### src/rtl/monkey_collision_latch_if.sv
// -----------------------------------------------------------------------------
// monkey_collision_latch_if
//
// Purpose: groups the per-pixel raster inputs and the per-frame collision
// results exchanged between the raster pipeline and monkey_collision_latch.
//
// Signals:
//   startOfFrame          one-clock pulse at frame start
//   monkeyDR              monkey sprite drawing request for the current pixel
//   offsetX, offsetY      pixel offset inside the monkey sprite (11 bits each)
//   ropeDR                rope drawing request for the current pixel
//   groundDR              ground/platform drawing request for the current pixel
//   collision_with_rope   rope collision seen in the previous frame
//   collision_with_ground ground collision seen in the previous frame
//   HitEdgeCode           {left, top, right, bottom} edges touched last frame
//   collisionPulse        one-clock pulse when a collision newly appears
//
// Modports:
//   master  raster side: drives the pixel stream, observes the results
//   slave   collision latch: consumes the pixel stream, drives the results
// -----------------------------------------------------------------------------
interface monkey_collision_latch_if;
  logic        startOfFrame;
  logic        monkeyDR;
  logic [10:0] offsetX;
  logic [10:0] offsetY;
  logic        ropeDR;
  logic        groundDR;
  logic        collision_with_rope;
  logic        collision_with_ground;
  logic [3:0]  HitEdgeCode;
  logic        collisionPulse;

  modport master (
    output startOfFrame, monkeyDR, offsetX, offsetY, ropeDR, groundDR,
    input  collision_with_rope, collision_with_ground, HitEdgeCode,
           collisionPulse
  );

  modport slave (
    input  startOfFrame, monkeyDR, offsetX, offsetY, ropeDR, groundDR,
    output collision_with_rope, collision_with_ground, HitEdgeCode,
           collisionPulse
  );
endinterface : monkey_collision_latch_if

### src/rtl/monkey_collision_latch.sv
// -----------------------------------------------------------------------------
// monkey_collision_latch
//
// Purpose: per-frame collision detector placed directly upstream of the monkey
// movement/collision block. During the raster scan it watches the monkey
// sprite drawing request together with the rope and ground drawing requests,
// counts overlapping pixels per object and records which sprite edges were
// involved. At every startOfFrame the accumulated result is latched, so the
// outputs describe frame N for the whole duration of frame N+1.
//
// Parameters:
//   SPRITE_W    monkey sprite width in pixels
//   SPRITE_H    monkey sprite height in pixels
//   EDGE_W      edge band thickness; offsets inside this band are edge hits
//   MIN_PIXELS  overlapping pixels per object per frame needed for a collision
//
// Ports:
//   clk    system clock
//   reset  synchronous, active-high reset
//   bus    monkey_collision_latch_if.slave (pixel stream in, results out)
//
// Optional feature (macro GROUND_COYOTE_EN):
//   When defined, a ground contact keeps collision_with_ground and its
//   HitEdgeCode bits asserted for one extra frame after contact is lost, which
//   hides single-frame flicker while walking across gaps in platforms. A
//   collisionPulse is not generated when contact returns within that frame.
//   When undefined, the ground flag strictly reflects the previous frame.
// -----------------------------------------------------------------------------
module monkey_collision_latch #(
  parameter int SPRITE_W   = 32,
  parameter int SPRITE_H   = 32,
  parameter int EDGE_W     = 3,
  parameter int MIN_PIXELS = 2
) (
  input  logic                   clk,
  input  logic                   reset,
  monkey_collision_latch_if.slave bus
);

  // ---------------------------------------------------------------------------
  // Constants
  // ---------------------------------------------------------------------------
  localparam logic [0:0] WAIT_SOF = 1'b0;  // idle until the first frame begins
  localparam logic [0:0] ACCUM    = 1'b1;  // accumulate and latch every frame

  // Thresholds sized to the offset buses so every comparison is width-matched.
  localparam logic [10:0] EDGE_LIM   = 11'(EDGE_W);
  localparam logic [10:0] RIGHT_LIM  = 11'(SPRITE_W - EDGE_W);
  localparam logic [10:0] BOTTOM_LIM = 11'(SPRITE_H - EDGE_W);

  localparam logic [11:0] CNT_MAX = 12'hFFF;
  localparam logic [11:0] MIN_CNT = 12'(MIN_PIXELS);

  // ---------------------------------------------------------------------------
  // State and accumulators
  // ---------------------------------------------------------------------------
  logic [0:0]  state;

  logic [11:0] rope_cnt;
  logic [11:0] ground_cnt;
  logic [3:0]  rope_edges;
  logic [3:0]  ground_edges;

  // Latched per-frame results; the edge code is kept per object so the
  // ground part can be held independently when hold-over is enabled.
  logic        rope_flag;
  logic        ground_flag;
  logic [3:0]  rope_code;
  logic [3:0]  ground_code;
  logic        pulse;

  // ---------------------------------------------------------------------------
  // Per-pixel classification
  // ---------------------------------------------------------------------------
  logic [3:0]  pix_edges;   // {left, top, right, bottom}
  logic        rope_hit;
  logic        ground_hit;

  // NOTE: every signal driven from always_comb is given a value on every path
  // (defaults first), otherwise synthesis infers a latch.
  always_comb begin
    pix_edges    = '0;
    pix_edges[3] = (bus.offsetX <  EDGE_LIM);
    pix_edges[2] = (bus.offsetY <  EDGE_LIM);
    pix_edges[1] = (bus.offsetX >= RIGHT_LIM);
    pix_edges[0] = (bus.offsetY >= BOTTOM_LIM);
  end

  // Offsets are only meaningful while the monkey is drawn, so the hit terms
  // gate everything downstream on monkeyDR.
  assign rope_hit   = bus.monkeyDR & bus.ropeDR;
  assign ground_hit = bus.monkeyDR & bus.groundDR;

  // ---------------------------------------------------------------------------
  // Accumulator next-state
  // ---------------------------------------------------------------------------
  // A startOfFrame clock opens a new frame in either state: the accumulators
  // restart from the pixel presented on that same clock, while the latch
  // (ACCUM only) consumes the values accumulated before it.
  logic        frame_start;
  logic        accum_en;
  logic        latch_now;
  logic [11:0] rope_cnt_nxt;
  logic [11:0] ground_cnt_nxt;
  logic [3:0]  rope_edges_nxt;
  logic [3:0]  ground_edges_nxt;

  assign frame_start = bus.startOfFrame;
  assign accum_en    = (state == ACCUM);
  assign latch_now   = accum_en & frame_start;

  always_comb begin
    rope_cnt_nxt     = rope_cnt;
    ground_cnt_nxt   = ground_cnt;
    rope_edges_nxt   = rope_edges;
    ground_edges_nxt = ground_edges;

    if (frame_start) begin
      rope_cnt_nxt     = rope_hit   ? 12'd1     : 12'd0;
      ground_cnt_nxt   = ground_hit ? 12'd1     : 12'd0;
      rope_edges_nxt   = rope_hit   ? pix_edges : 4'd0;
      ground_edges_nxt = ground_hit ? pix_edges : 4'd0;
    end else if (accum_en) begin
      if (rope_hit) begin
        // Saturate instead of wrapping so a long overlap never reads as small.
        if (rope_cnt != CNT_MAX) rope_cnt_nxt = rope_cnt + 12'd1;
        rope_edges_nxt = rope_edges | pix_edges;
      end
      if (ground_hit) begin
        if (ground_cnt != CNT_MAX) ground_cnt_nxt = ground_cnt + 12'd1;
        ground_edges_nxt = ground_edges | pix_edges;
      end
    end
  end

  // ---------------------------------------------------------------------------
  // Frame latch decisions
  // ---------------------------------------------------------------------------
  logic       rope_qual;
  logic       ground_qual;
  logic       ground_keep;       // ground flag value to present next frame
  logic [3:0] ground_code_nxt;   // ground-sourced edge bits for next frame
  logic       new_any;
  logic       old_any;

  assign rope_qual   = (rope_cnt   >= MIN_CNT);
  assign ground_qual = (ground_cnt >= MIN_CNT);

`ifdef GROUND_COYOTE_EN
  // Set by a qualified ground latch, cleared by the first unqualified one;
  // while set, one missing ground frame is bridged with the previous result.
  logic holdoff;

  always_ff @(posedge clk) begin
    if (reset) begin
      holdoff <= 1'b0;
    end else if (latch_now) begin
      holdoff <= ground_qual;
    end
  end

  always_comb begin
    ground_keep     = ground_qual | holdoff;
    ground_code_nxt = 4'd0;
    if (ground_qual) begin
      ground_code_nxt = ground_edges;
    end else if (holdoff) begin
      ground_code_nxt = ground_code;
    end
  end
`else
  always_comb begin
    ground_keep     = ground_qual;
    ground_code_nxt = ground_qual ? ground_edges : 4'd0;
  end
`endif

  // The pulse compares against the flags currently on the outputs, so a
  // bridged ground frame keeps old_any high and suppresses a re-fire.
  assign new_any = rope_qual | ground_keep;
  assign old_any = rope_flag | ground_flag;

  // ---------------------------------------------------------------------------
  // Sequential state
  // ---------------------------------------------------------------------------
  // NOTE: clocked state uses non-blocking assignments so every register
  // samples the pre-edge values, independent of statement order.
  always_ff @(posedge clk) begin
    if (reset) begin
      state        <= WAIT_SOF;
      rope_cnt     <= '0;
      ground_cnt   <= '0;
      rope_edges   <= '0;
      ground_edges <= '0;
      rope_flag    <= 1'b0;
      ground_flag  <= 1'b0;
      rope_code    <= '0;
      ground_code  <= '0;
      pulse        <= 1'b0;
    end else begin
      rope_cnt     <= rope_cnt_nxt;
      ground_cnt   <= ground_cnt_nxt;
      rope_edges   <= rope_edges_nxt;
      ground_edges <= ground_edges_nxt;
      pulse        <= 1'b0;

      case (state)
        WAIT_SOF: begin
          // The first frame boundary only arms the latch; the results loaded
          // here are all zero because nothing was accumulated before it.
          if (frame_start) begin
            state       <= ACCUM;
            rope_flag   <= 1'b0;
            ground_flag <= 1'b0;
            rope_code   <= '0;
            ground_code <= '0;
          end
        end

        ACCUM: begin
          if (latch_now) begin
            rope_flag   <= rope_qual;
            ground_flag <= ground_keep;
            rope_code   <= rope_qual ? rope_edges : 4'd0;
            ground_code <= ground_code_nxt;
            pulse       <= new_any & ~old_any;
          end
        end

        default: state <= WAIT_SOF;
      endcase
    end
  end

  // ---------------------------------------------------------------------------
  // Outputs
  // ---------------------------------------------------------------------------
  assign bus.collision_with_rope   = rope_flag;
  assign bus.collision_with_ground = ground_flag;
  assign bus.HitEdgeCode           = rope_code | ground_code;
  assign bus.collisionPulse        = pulse;

endmodule : monkey_collision_latch

### src/flat_wrapper.sv
// flat-port wrapper written by rule: the top's interface ports become plain ports
module monkey_collision_latch_flat 
#(
  parameter int SPRITE_W   = 32,
  parameter int SPRITE_H   = 32,
  parameter int EDGE_W     = 3,
  parameter int MIN_PIXELS = 2
)
  (clk, reset, bus_startOfFrame, bus_monkeyDR, bus_offsetX, bus_offsetY, bus_ropeDR, bus_groundDR, bus_collision_with_rope, bus_collision_with_ground, bus_HitEdgeCode, bus_collisionPulse);
  monkey_collision_latch_if bus_i ();
  input  logic clk;
  input  logic reset;
  input wire logic [$bits(bus_i.startOfFrame)-1:0] bus_startOfFrame;
  input wire logic [$bits(bus_i.monkeyDR)-1:0] bus_monkeyDR;
  input wire logic [$bits(bus_i.offsetX)-1:0] bus_offsetX;
  input wire logic [$bits(bus_i.offsetY)-1:0] bus_offsetY;
  input wire logic [$bits(bus_i.ropeDR)-1:0] bus_ropeDR;
  input wire logic [$bits(bus_i.groundDR)-1:0] bus_groundDR;
  output wire logic [$bits(bus_i.collision_with_rope)-1:0] bus_collision_with_rope;
  output wire logic [$bits(bus_i.collision_with_ground)-1:0] bus_collision_with_ground;
  output wire logic [$bits(bus_i.HitEdgeCode)-1:0] bus_HitEdgeCode;
  output wire logic [$bits(bus_i.collisionPulse)-1:0] bus_collisionPulse;
  assign bus_i.startOfFrame = bus_startOfFrame;
  assign bus_i.monkeyDR = bus_monkeyDR;
  assign bus_i.offsetX = bus_offsetX;
  assign bus_i.offsetY = bus_offsetY;
  assign bus_i.ropeDR = bus_ropeDR;
  assign bus_i.groundDR = bus_groundDR;
  assign bus_collision_with_rope = bus_i.collision_with_rope;
  assign bus_collision_with_ground = bus_i.collision_with_ground;
  assign bus_HitEdgeCode = bus_i.HitEdgeCode;
  assign bus_collisionPulse = bus_i.collisionPulse;
  monkey_collision_latch #(.SPRITE_W(SPRITE_W), .SPRITE_H(SPRITE_H), .EDGE_W(EDGE_W), .MIN_PIXELS(MIN_PIXELS)) u_core (.clk(clk), .reset(reset), .bus(bus_i));
endmodule
### config.mk
export PLATFORM = sky130hd
export DESIGN_NAME = monkey_collision_latch_flat
export DESIGN_NICKNAME = d
export VERILOG_FILES = /design/src/rtl/monkey_collision_latch_if.sv /design/src/rtl/monkey_collision_latch.sv /design/src/flat_wrapper.sv
export SDC_FILE = /design/constraint.sdc
export NUM_CORES = 1
export LEC_CHECK = 0
export CORE_AREA = 2 2 88 90
export CTS_CLUSTER_DIAMETER = 50
export DETAILED_ROUTE_END_ITERATION = 16
export DIE_AREA = 0 0 90 92
export PLACE_DENSITY_LB_ADDON = 0.3
export SYNTH_ARGS = -nofsm -noshare
export SYNTH_HDL_FRONTEND = slang
export SYNTH_SLANG_ARGS = --single-unit
### constraint.sdc
create_clock -name clk -period 4 [get_ports clk]
set_clock_uncertainty 0.05 [all_clocks]
set_input_delay 0.4 -clock clk [delete_from_list [all_inputs] [get_ports clk]]
set_output_delay 0.4 -clock clk [all_outputs]
set_load 0.02 [all_outputs]
Yosys cells after proc, flatten, opt, wreduce, memory -nomap -nowiden

Cells that the tools add are included.

$add $sub $neg: 2
Order comparisons: 6
Eq/ne operators: 4
Muxes and demuxes: 32
Bitwise logic cells: 12
Reduce and logical (&&, ||, !) cells: 11

Operators by type and width:

| operator                                                            | number |
|---|---|
| two-way mux 12 bit                                                  | 8 |
| two-way mux 4 bit                                                   | 13 |
| adder 12 x 1 -> 12 bit (second input constant)                      | 2 |
| greater-or-equal comparator 12 x 2 -> 1 bit (second input constant) | 2 |
| inequality test 12 bit (second input constant)                      | 2 |
| greater-or-equal comparator 11 x 5 -> 1 bit (second input constant) | 2 |
| < comparator 11 x 2 -> 1 bit (second input constant)                | 2 |
| one-hot mux 4 bit (2 select lines)                                  | 2 |
| bitwise OR 4 bit                                                    | 3 |
| nonzero test 2 bit                                                  | 5 |
| two-way mux 1 bit                                                   | 7 |
| AND reduction 2 bit                                                 | 3 |
| AND reduction 3 bit                                                 | 2 |
| bitwise AND 1 bit                                                   | 4 |
| inequality test 2 bit (second input constant)                       | 2 |
| one-hot mux 1 bit (2 select lines)                                  | 2 |
| NOT 1 bit                                                           | 3 |
| OR reduction 3 bit                                                  | 1 |
| bitwise OR 1 bit                                                    | 2 |

Bits in registers: 44
Input bits: 28
Output and inout bits: 7
Word-level logic and storage cells: 77

Depth between registers and ports, before layout

Gate-level depths: netlist of the first run.

Depth in word-level cells: 5
Mapped depth: 6
Gate-level depth less buffers: 6

Worst setup path after synthesis of the first run

OpenSTA, ideal clock, no wires.

Kind: input -> register
Start point: input bus_startOfFrame
End point: register u_core.ground_cnt[4]
Library setup time: 116 ps
Data arrival time: 1,450 ps
Required time: 3,834 ps
Slack: 2,384 ps
Cell stages on the path: 5
Path buffers: 1
Cell sequence: buf_6 -> nand2b_2 -> nor4_1 -> nor2_1 -> a31o_2

Word-level cells in the longest chain between the ends: 2
Elaborated cells on any way between the ends: 5
Classes of those cells: 1 x mux; 4 x reduce/logical

RTL lines:

| item                          | line                          | source |
|---|---|---|
| from (decl)                   | flat_wrapper.sv:13            | `input wire logic [$bits(bus_i.startOfFrame)-1:0] bus_startOfFrame;` |
| nonzero test 2 bit (no line)  | -                             |  |
| AND reduction 3 bit (no line) | -                             |  |
| to (signal assigned)          | monkey_collision_latch.sv:202 | `ground_cnt <= ground_cnt_nxt;` |
| to (decl)                     | monkey_collision_latch.sv:60  | `logic [11:0] ground_cnt;` |

Several ways; a longest one is shown, not always the timed one.
A chain may end at the register's enable or synchronous reset.

Worst setup path after layout of the first run

Ends and elaborated chain as after synthesis.

==> results.json, run 1 <==
{
  "die_area_um2": 8280,
  "crit_arrival_ns": 2.41,
  "worst_slew_pin_slew_ns": 0.6592,
  "drtAntennaViolNets": 0,
  "port_buffers": 34,
  "coreArea_um2": 7447,
  "grt_overflow_total": 0,
  "synth-async-reset-ratio_pct": 0,
  "p_per_area_nw_per_um2": 323.8,
  "cap_violations": 0,
  "syn_area_per_cell_um2": 8.938,
  "start_kind": "input pin",
  "cts_resized": 0,
  "dpl_cell_area_um2": 2537,
  "post-synth-top-count-cell": "dfxtp_1",
  "max_freq_mhz": 443.0,
  "total_leakage_power_nw": 0.9142,
  "post-dp-hpwl_mm": 3.652,
  "via_count": 1934,
  "root_buffer": "clkbuf_8",
  "grt_start_max_net_pins": 23,
  "route.detailed.drc": 0,
  "end_kind": "register",
  "syn_area_um2": 2118,
  "period_share_pct": 56.43,
  "synth-seq-cells": 44,
  "wl_per_cell_um": 13.20,
  "ys.flop_type": "dfxtp_1",
  "layoutNonFillerInstCount": 371,
  "syn_to_final_growth_pct": 25.22,
  "diodes": 0,
  "synthesis.nets": 269,
  "hold_viol_final": 0,
  "die_h_um": 92,
  "cts_sinks": 44,
  "routed_wl_mm": 4.898,
  "drive_gt1_share_pct": 8.550,
  "gr-usage-all-layers_pct": 12.19,
  "worstHoldPathType": "reg2reg",
  "vdd_drop_max_v": 0.0001412,
  "required_ns": 4.15,
  "cts_buffers": 5,
  "place_congestion": 0.8671,
  "crit_type": "in2reg",
  "cts_max_level": 2,
  "path_max_fanout": 19,
  "grt_pass1_wl_mm": 8.349,
  "pin_count": 35,
  "fin_area_um2": 2653,
  "min_period_ns": 2.257,
  "synth.largest_area_cell": "dfxtp_1",
  "drtIter0Drc": 82,
  "fill_cells": 794,
  "slew_violations": 0,
  "dr.pass1.iters": 4,
  "vias_per_cell": 5.213,
  "clk_pin_slew_ns": 0.09,
  "clk_path_buf_depth": 2,
  "fin_nets": 300,
  "place_inst": 363,
  "cts_tree": "built",
  "status": "completed",
  "start_util_pct": 28.44,
  "crit-reg2reg-launch": "u_core.rope_cnt[1]",
  "yosys.area.top_type_share_pct": 41.58,
  "ys_types": 51,
  "hp-start": "u_core.bus.collision_with_rope",
  "cts_hold_buffers": 0,
  "maxSlewHeadroom_pct": 55.92,
  "synth_edf_count": 0,
  "clkLatencyLatePin_ns": 0.30,
  "synth_commonest_cells": "dfxtp_1 (44), nand2_1 (19), a21oi_1 (15)",
  "grt_pass1_vias": 1840,
  "yosys-top-cells-area": "dfxtp_1 (42%), a22o_1 (5.0%), a21oi_1 (3.5%), nand2_1 (3.4%), o21ai_0 (3.1%)",
  "cts_setup_buffers": 0,
  "yosysWarnings": 0,
  "finalSetupViolations": 0,
  "ys_seq_area_share_pct": 41.58,
  "holdPathEnd": "u_core.bus.collisionPulse",
  "r2r_end": "u_core.rope_cnt[1]",
  "syn_inst": 237,
  "final.setup.tns_ns": 0,
  "r2r_cells": 5,
  "rsz0062_at_grt": "false",
  "row_count": 32,
  "ff2ff_setup_slack_ns": 2.25,
  "antenna_found_initial": 0,
  "die_w_um": 90,
  "min_path_cells": 1
}
layout by cell type, fill, tap and decap left out, types with 2 or more instances in the layout:
master / count
dfxtp_1: 44
clkdlybuf4s50_1: 34
nand2_1: 19
a21oi_1: 15
o21ai_0: 13
nand3_1: 12
a22o_1: 12
nor2_1: 8
or3_1: 8
nor4_1: 8
nor3_1: 8
or4_1: 7
a31oi_1: 6
and3_1: 6
or2_2: 5
clkbuf_8: 5
inv_1: 4
a21o_1: 4
nand4_1: 4
ha_1: 4
o31ai_1: 3
and4_1: 3
a31o_2: 2
o41ai_1: 2
o22ai_1: 2
xor2_1: 2
a2111oi_0: 2
o2111ai_1: 2
critical path, cell delays in order:
cell and delay, ns:
clkdlybuf4s50_1 0.74, nand2b_2 0.40, nor4_1 0.48, nor2_1 0.12, a31o_2 0.25
flip-flops by register name, summed over array words and instances (netlist names):
register / count
u_core.ground_cnt: 12
u_core.rope_cnt: 12
u_core.ground_code: 4
u_core.ground_edges: 4
u_core.rope_code: 4
u_core.rope_edges: 4
u_core.accum_en: 1
u_core.bus.collisionPulse: 1
u_core.bus.collision_with_ground: 1
u_core.bus.collision_with_rope: 1
kinds of logic (layout without fill, tap and decap cells):
family,after synthesis,count (layout),synth area share [%]
fa+ha+maj,4,4,2.363
compound gates,73,73,24.93
flops,44,44,41.58
buf+inv,15,47,3.366
mux,1,1,0.4726
xor+xnor,3,3,1.241
simple gates,97,97,26.05
report_power, final:
part / internal (W) / switching [W] / leakage, nW / total [W]
logic: 0.0000354 / 0.0000307 / 0.504 / 0.0000662
clock network: 0.000188 / 0.000157 / 0.0548 / 0.000345
registers: 0.000442 / 0.00000516 / 0.356 / 0.000448
total: 0.000666 / 0.000193 / 0.914 / 0.000859
layout make-up:
type	instances	area, um2	share of cell area [%]
Tap cell	102	127.6	4.811
Clock inverter	3	46.29	1.745
Inverter	4	15.01	0.5660
Multi-Input combinational cell	178	1166	43.96
Clock buffer	5	68.82	2.594
Timing Repair Buffer	35	347.8	13.11
Sequential cell	44	880.8	33.21
routing by layer:
layer | GRT usage (%) | share of wire (%) | up-vias
li1 | - | - | 981
met1 | 15.19 | 47 | 920
met2 | 20.11 | 49 | 28
met3 | 3.369 | 3.6 | 5
met4 | 4.615 | 0.90 | 0
met5 | 0 | 0 | -
how the worst max path moves through the flow:
stage | startpoint | to | slack, ns
after CTS | bus_startOfFrame | u_core.ground_cnt[0] | 1.76
final | bus_startOfFrame | u_core.ground_cnt[4] | 1.74
after detailed placement | bus_startOfFrame | u_core.ground_cnt[0] | 1.45
after floorplan | bus_startOfFrame | u_core.ground_cnt[4] | 2.38
after global placement | bus_startOfFrame | u_core.ground_cnt[4] | 1.48
after global routing | bus_startOfFrame | u_core.ground_cnt[5] | 1.62
metrics by stage:
stage                     hold WS, ns  setup slack [ns]   power, W  utilization (%)
after CTS                      0.4072             1.764  0.0008754            35.62
after floorplan                0.3759             2.384  0.0004888                -
after global placement         0.3832             1.482  0.0005235            34.07
after global routing           0.4213             1.619  0.0008998            35.62
after detailed placement       0.3933             1.455  0.0005242            34.07
final                          0.3994             1.743  0.0008590            35.62
Power figures use the tool's default switching activity.
==> run 2: changes to the inputs <==
clock period = 2.2 ns   (was 4 ns; I/O delays follow)
==> results.json, run 2 (synthesis results as in run 1) <==
{
  "status": "completed",
  "cts_sinks": 44,
  "period_share_pct": 79.84,
  "start_util_pct": 28.44,
  "required_ns": 2.38,
  "path_max_fanout": 6,
  "cap_violations": 0,
  "p_per_area_nw_per_um2": 579.4,
  "worstHoldPathType": "reg2reg",
  "cts_buffers": 5,
  "top_regs": "u_core.ground_cnt x12, u_core.rope_cnt x12",
  "clk_pin_slew_ns": 0.09,
  "start_kind": "register",
  "dr.pass1.iters": 4,
  "clkLatencyLatePin_ns": 0.30,
  "fin_nets": 309,
  "post-dp-hpwl_mm": 3.782,
  "rsz0062_at_grt": "false",
  "clk_path_buf_depth": 2,
  "grt_overflow_total": 0,
  "route.detailed.drc": 0,
  "fill_cells": 792,
  "cts_hold_buffers": 0,
  "maxSlewHeadroom_pct": 61.50,
  "grt_pass1_wl_mm": 8.611,
  "crit_type": "reg2reg",
  "pin_count": 35,
  "antenna_found_initial": 0,
  "place_congestion": 0.7824,
  "total_leakage_power_nw": 0.9618,
  "die_h_um": 92,
  "diodes": 0,
  "die_area_um2": 8280,
  "routed_wl_mm": 5.048,
  "cts_tree": "built",
  "drive_gt1_share_pct": 11.51,
  "die_w_um": 90,
  "final_cell_mix": "dfxtp_1 (44), clkdlybuf4s50_1 (34), nand2_1 (19), a21oi_1 (15), o21ai_0 (13)",
  "gr-usage-all-layers_pct": 12.80,
  "crit-reg2reg-launch": "u_core.ground_cnt[1]",
  "final_common_cell": "dfxtp_1",
  "finalSetupViolations": 0,
  "syn_to_final_growth_pct": 29.00,
  "drtIter0Drc": 92,
  "final.setup.tns_ns": 0,
  "hp-start": "u_core.bus.collision_with_rope",
  "wl_per_cell_um": 13.28,
  "vias_per_cell": 5.195,
  "max_freq_mhz": 569.3,
  "holdWs_ns": 0.3996,
  "drtAntennaViolNets": 0,
  "end_kind": "register",
  "cts_setup_buffers": 0,
  "cts_max_level": 2,
  "min_period_ns": 1.756,
  "slew_violations": 0,
  "coreArea_um2": 7447,
  "startpoint": "u_core.ground_cnt[1]",
  "grt_pass1_vias": 1808,
  "root_buffer": "clkbuf_8",
  "grt_start_max_net_pins": 23,
  "port_buffers": 34,
  "vdd_drop_max_v": 0.0002709,
  "row_count": 32,
  "via_count": 1974,
  "worst_slew_pin_slew_ns": 0.5723,
  "crit_arrival_ns": 1.94,
  "hold_viol_final": 0,
  "cts_resized": 0
}
==> run 2: cell types whose count changed in the layout (fill, tap and decap cells not counted), sizes merged <==
cell and change:
buf +9
==> run 2: worst max-delay path, stage by stage (launching register included) <==
cell and delay (ns):
dfxtp_1 0.42, ha_1 0.24, nand3_1 0.15, or2_1 0.28, or4_1 0.40, a21oi_1 0.15
==> run 2: through the flow <==
step / std cells / power, W / worst slack, ns / cell area, um2 / util (%)
after global routing: 380 / 0.001653 / 0.1996 / 2733 / 36.69
after CTS: 380 / 0.001604 / 0.4108 / 2733 / 36.69
final: 380 / 0.001583 / 0.4435 / 2733 / 36.69
after detailed placement: 372 / 0.0009671 / 0.1372 / 2618 / 35.15
after floorplan: 237 / 0.0008888 / 0.5946 / 2118 / -
after global placement: 372 / 0.0009654 / 0.1809 / 2618 / 35.15
==> run 2: cell type report <==
| cell class | instances | area [um2] | area share, % |
|---|---|---|---|
| multi-input combinational | 178 | 1166 | 42.67 |
| sequential | 44 | 880.8 | 32.23 |
| timing repair buffer | 44 | 427.9 | 15.66 |
| tap | 102 | 127.6 | 4.670 |
| clock buffer | 5 | 68.82 | 2.518 |
| clock inverter | 3 | 46.29 | 1.694 |
| inverter | 4 | 15.01 | 0.5495 |
==> run 2: path summary, 6_finish.rpt <==
path	endpoint	slack [ns]	depth (start not counted)
worst max-delay path	u_core.ground_cnt[8]	0.44	5
worst min-delay path	u_core.bus.collisionPulse	0.40	1
worst max register to register	u_core.ground_cnt[8]	0.44	5
worst min register to register	u_core.bus.collisionPulse	0.40	1
==> run 2: power by group <==
group / switching, W / internal [W]
registers: 0.00000947 / 0.000805
clock network: 0.000294 / 0.000342
logic: 0.0000594 / 0.0000741
total: 0.000363 / 0.00122
==> run 2: metal layers <==
| layer | wire length [um] | GRT usage (%) |
|---|---|---|
| met1 | 2300 | 16.60 |
| met2 | 2489 | 20.93 |
| met3 | 204 | 3.451 |
| met4 | 53 | 3.718 |
| met5 | 0 | 0 |
